`src/rtl/enc_4_2_seq.sv`:
```
// Sequential priority encoder: captures a multi-hot request vector and serves
// the index of each set bit, highest first, one per out_valid/out_ready handshake.
module enc_4_2_seq #(
    parameter int N = 4,
    parameter int W = 2
) (
    input  logic         clk,
    input  logic         rst_n,
    input  logic         en,
    input  logic         in_valid,
    output logic         in_ready,
    input  logic [N-1:0] Din,
    output logic         out_valid,
    input  logic         out_ready,
    output logic [W-1:0] Dout,
    output logic         last,
    output logic [W:0]   pend_cnt,
    output logic         zero_in
);

    typedef enum logic {IDLE = 1'b0, BUSY = 1'b1} state_t;

    localparam logic [W:0] CNT_ONE = {{W{1'b0}}, 1'b1};

    state_t         r_state;
    state_t         w_state_nxt;
    logic [N-1:0]   r_pending;
    logic [W:0]     r_pend_cnt;
    logic           r_zero_in;
    logic           w_load;
    logic           w_xfer;
    logic           w_din_nz;
    logic [W-1:0]   w_hi_idx;

    function automatic logic [W-1:0] f_hi_idx(input logic [N-1:0] v);
        logic [W-1:0] idx;
        idx = '0;
        for (int i = 0; i < N; i++) begin
            if (v[i]) idx = W'(i);
        end
        return idx;
    endfunction

    function automatic logic [W:0] f_popcount(input logic [N-1:0] v);
        logic [W:0] cnt;
        cnt = '0;
        for (int i = 0; i < N; i++) begin
            cnt = cnt + {{W{1'b0}}, v[i]};
        end
        return cnt;
    endfunction

    assign w_din_nz = |Din;
    assign w_hi_idx = f_hi_idx(r_pending);
    assign w_load   = en & in_valid & (r_state == IDLE);
    assign w_xfer   = en & out_ready & (r_state == BUSY);

    always_ff @(posedge clk) begin
        if (!rst_n) r_state <= IDLE;
        else        r_state <= w_state_nxt;
    end

    always_comb begin
        w_state_nxt = r_state;
        case (r_state)
            IDLE:    if (w_load && w_din_nz) w_state_nxt = BUSY;
            BUSY:    if (w_xfer && (r_pend_cnt == CNT_ONE)) w_state_nxt = IDLE;
            default: w_state_nxt = IDLE;
        endcase
    end

    // Handshake outputs decode registered state only; en is the sole live gate.
    always_comb begin
        in_ready  = en & (r_state == IDLE);
        out_valid = en & (r_state == BUSY);
        Dout      = w_hi_idx;
        last      = (r_pend_cnt == CNT_ONE);
    end

    always_ff @(posedge clk) begin
        if (!rst_n) begin
            r_pending  <= '0;
            r_pend_cnt <= '0;
            r_zero_in  <= 1'b0;
        end else begin
            r_zero_in <= w_load & ~w_din_nz;
            if (w_load && w_din_nz) begin
                r_pending  <= Din;
                r_pend_cnt <= f_popcount(Din);
            end else if (w_xfer) begin
                r_pending[w_hi_idx] <= 1'b0;
                r_pend_cnt          <= r_pend_cnt - CNT_ONE;
            end
        end
    end

    assign pend_cnt = r_pend_cnt;
    assign zero_in  = r_zero_in;

endmodule
```
`config.mk`:
```
export PLATFORM = sky130hd
export DESIGN_NAME = enc_4_2_seq
export DESIGN_NICKNAME = d
export VERILOG_FILES = /design/src/rtl/enc_4_2_seq.sv
export SDC_FILE = /design/constraint.sdc
export NUM_CORES = 1
export LEC_CHECK = 0
export CAP_MARGIN = 20
export CORE_AREA = 2 2 39 41
export CTS_BUF_LIST = sky130_fd_sc_hd__clkbuf_8 sky130_fd_sc_hd__clkbuf_16
export DETAILED_ROUTE_END_ITERATION = 6
export DIE_AREA = 0 0 41 43
export PLACE_DENSITY_LB_ADDON = 0.3
export SLEW_MARGIN = 40
export SYNTH_ARGS = -nofsm -noshare
export SYNTH_HDL_FRONTEND = slang
export SYNTH_SLANG_ARGS = --single-unit
```
`constraint.sdc`:
```
create_clock -name clk -period 3.4 [get_ports clk]
set_clock_uncertainty 0.2 [all_clocks]
set_input_delay 0.68 -clock clk [delete_from_list [all_inputs] [get_ports clk]]
set_output_delay 0.68 -clock clk [all_outputs]
set_load 0.03 [all_outputs]
```
==> flow_metrics.env <==
export IMPL_avgSynthCellArea_um2=8.74
export IMPL_drive_gt1_share_pct=12.8
export IMPL_port_buffers=17
export IMPL_critPathLaunchType="primary input"
export IMPL_post_route_drc_count=0
export IMPL_num_rows=14
export IMPL_gp_congestion=0.763
export IMPL_endpoint="out_valid"
export IMPL_yosysMostFrequentCell="inv_1"
export IMPL_netlist_top_cells_count="11 x inv_1, 8 x dfxtp_1, 5 x ha_1"
export IMPL_peakVddDrop_mv=0.167
export IMPL_drv_slew=0
export IMPL_die_area_um2=1760
export IMPL_layout_area_overhead_vs_synth_pct=45.7
export IMPL_hold_viol_final=0
export IMPL_grt_overflow=0
export IMPL_reg2reg_depth=3
export IMPL_rsz0062_at_grt="no"
export IMPL_cts_buffers=3
export IMPL_status="finished, final reports clean"
export IMPL_syn_inst=58
export IMPL_synth_top_cell_by_area="dfxtp_1"
export IMPL_die_w_um=41
export IMPL_num_vias=490
export IMPL_async_reset_ff_share_pct=0
export IMPL_cts_buffer_depth=2
export IMPL_cap_violations=0
export IMPL_tns_ns=0
export IMPL_synthTopCellsByArea="dfxtp_1 32%, ha_1 12%, inv_1 8.1%, fa_1 4.0%, o21ai_0 4.0%"
export IMPL_cellPowerDensity_nw_per_um2=403
export IMPL_post_route_util_pct=53.3
export IMPL_synth_cell_types=28
export IMPL_grt_pass1_vias=449
export IMPL_crit_required_ns=2.52
export IMPL_cts_setup_buffers=0
export IMPL_place_area_um2=697
export IMPL_period_share_pct=86.8
export IMPL_yosys_area_top_type_share_pct=31.6
export IMPL_cts_tree="built"
export IMPL_p_leak_nw=0.314
export IMPL_ys_ff_latch=8
export IMPL_setup_violations=0
export IMPL_fp_dieH_um=43
export IMPL_synth_main_ff_cell="dfxtp_1"
export IMPL_grt_pass1_wl_um=1810
export IMPL_cp_arrival_ns=2.07
export IMPL_fin_area_um2=738
export IMPL_hpwl_um=802
export IMPL_cp_end_kind="output pin"
export IMPL_io_pins=18
export IMPL_cts_resized=0
export IMPL_fin_crit_ns=2.95
export IMPL_drt_iter0_markers=13
export IMPL_clock_sinks=8
export IMPL_cts_root_buf="clkbuf_8"
export IMPL_clkLatencyLatePin_ns=0.23
export IMPL_fmax_ghz=0.339
export IMPL_synth_seq_area_share_pct=31.6
export IMPL_synth_edf_count=0
export IMPL_crit_type="primary input to output pin"
export IMPL_post_drt_wl_per_cell_um=10.6
export IMPL_r2r_start="r_state$_SDFF_PN0_"
export IMPL_hold_path_class="flop to flop"
export IMPL_nets=95
export IMPL_cp_common_cell="clkdlybuf4s50_1"
export IMPL_ant_nets=0
export IMPL_syn_nets=73
export IMPL_htreeDepth=1
export IMPL_critPathLaunch="en"
export IMPL_antenna_found_initial=0
export IMPL_drt_pass1_iter_count=4
export IMPL_r2r_end="r_pending[2]$_SDFFE_PN0P_"
export IMPL_cp_slowest_cell="clkdlybuf4s50_1"
export IMPL_clk_pin_slew_worst_paths_ns=0.04
export IMPL_crit_fanout=5
export IMPL_vias_per_cell=5.21
export IMPL_core_um2=1380
export IMPL_synth_warnings=0
export IMPL_hold_buffers=0
export IMPL_antenna_cells=0
export IMPL_synth_area_um2=507
export IMPL_grt_max_degree=9
export IMPL_crit_chain="clkdlybuf4s50_1 -> and2_2 -> clkdlybuf4s50_1"
export IMPL_grt_usage_pct=15.3
export IMPL_tightestPinTransition_ns=0.382
export IMPL_routed_wirelength_um=992
export IMPL_crit_path_max_incr_delay_ns=0.66
export IMPL_max_slew_margin_rel_pct=74.5
export IMPL_initial_core_util_pct=36.6
export IMPL_reg2reg_slack_ns=2.01
[power by group]
| part | total (mW) | switching [mW] | internal, mW |
|---|---|---|---|
| logic | 0.0783 | 0.0412 | 0.0371 |
| registers | 0.104 | 0.00427 | 0.0999 |
| clock network | 0.115 | 0.0381 | 0.0768 |
[critical path, delay by kind of cell]
family / cells / cell delay (ns)
buffers and inverters: 2 / 1.22
AND/OR/NAND/NOR: 1 / 0.17
[cells in the final DEF (no fill, tap or decap), drive strengths merged, types with 2 or more instances in the layout]
cell type       n
o21ai           5
clkbuf          3
nand3           3
inv            11
clkdlybuf4s50  17
a21oi           2
o22ai           2
ha              5
dfxtp           8
nand2           4
[cell type report]
class / count / area [um2]
fillers: 140 / 646
clock buffers: 3 / 41.3
repair buffers: 17 / 170
well taps: 16 / 20.0
multi-input cells: 39 / 305
inverters: 11 / 41.3
flip-flops and latches: 8 / 160
[cells by family after synthesis]
group	after synthesis	share of synthesized area (%)
fa+ha+maj	6	16.3
mux	1	2.22
simple gates	17	23.0
xor+xnor	1	1.73
flops	8	31.6
buf+inv	11	8.15
compound gates	14	17.0
[how the worst min path moves through the flow]
| stage | start | endpoint | slack [ns] | depth (start not counted) |
|---|---|---|---|---|
| 2_1_floorplan | r_pending[2]$_SDFFE_PN0P_ | r_pending[2]$_SDFFE_PN0P_ | 0.26 | 2 |
| 3_3_place_gp | r_pending[3]$_SDFFE_PN0P_ | r_pending[3]$_SDFFE_PN0P_ | 0.28 | 2 |
| 3_5_place_dp | r_pending[3]$_SDFFE_PN0P_ | r_pending[3]$_SDFFE_PN0P_ | 0.28 | 2 |
| 4_1_cts | r_pending[3]$_SDFFE_PN0P_ | r_pending[3]$_SDFFE_PN0P_ | 0.29 | 2 |
| 5_1_grt | r_pending[3]$_SDFFE_PN0P_ | r_pending[3]$_SDFFE_PN0P_ | 0.31 | 2 |
| 6_report | r_pending[3]$_SDFFE_PN0P_ | r_pending[3]$_SDFFE_PN0P_ | 0.30 | 2 |
[metrics by stage]
step           hold slack, ns  std cells  setup WS, ns  power, mW
6_report                0.299         94         0.449      0.297
5_1_grt                 0.307         94         0.406      0.314
4_1_cts                 0.291         94         0.444      0.299
3_5_place_dp            0.281         91         0.449      0.184
3_3_place_gp            0.282         91         0.463      0.184
2_1_floorplan           0.258         58          1.26      0.152
[per-layer routing]
metal | up-vias | track usage [%] | wire length (um)
met5 | - | 0 | 0
met4 | 0 | 10.0 | 31
met3 | 5 | 4.71 | 81
met2 | 23 | 20.9 | 422
met1 | 223 | 19.7 | 456
li1 | 239 | - | -
[sequential cells by signal, summed over array words and instances (netlist names)]
register   count
pend_cnt       3
r_pending      3
r_state        1
zero_in        1
No activity file was read; power rests on OpenSTA's default activity.
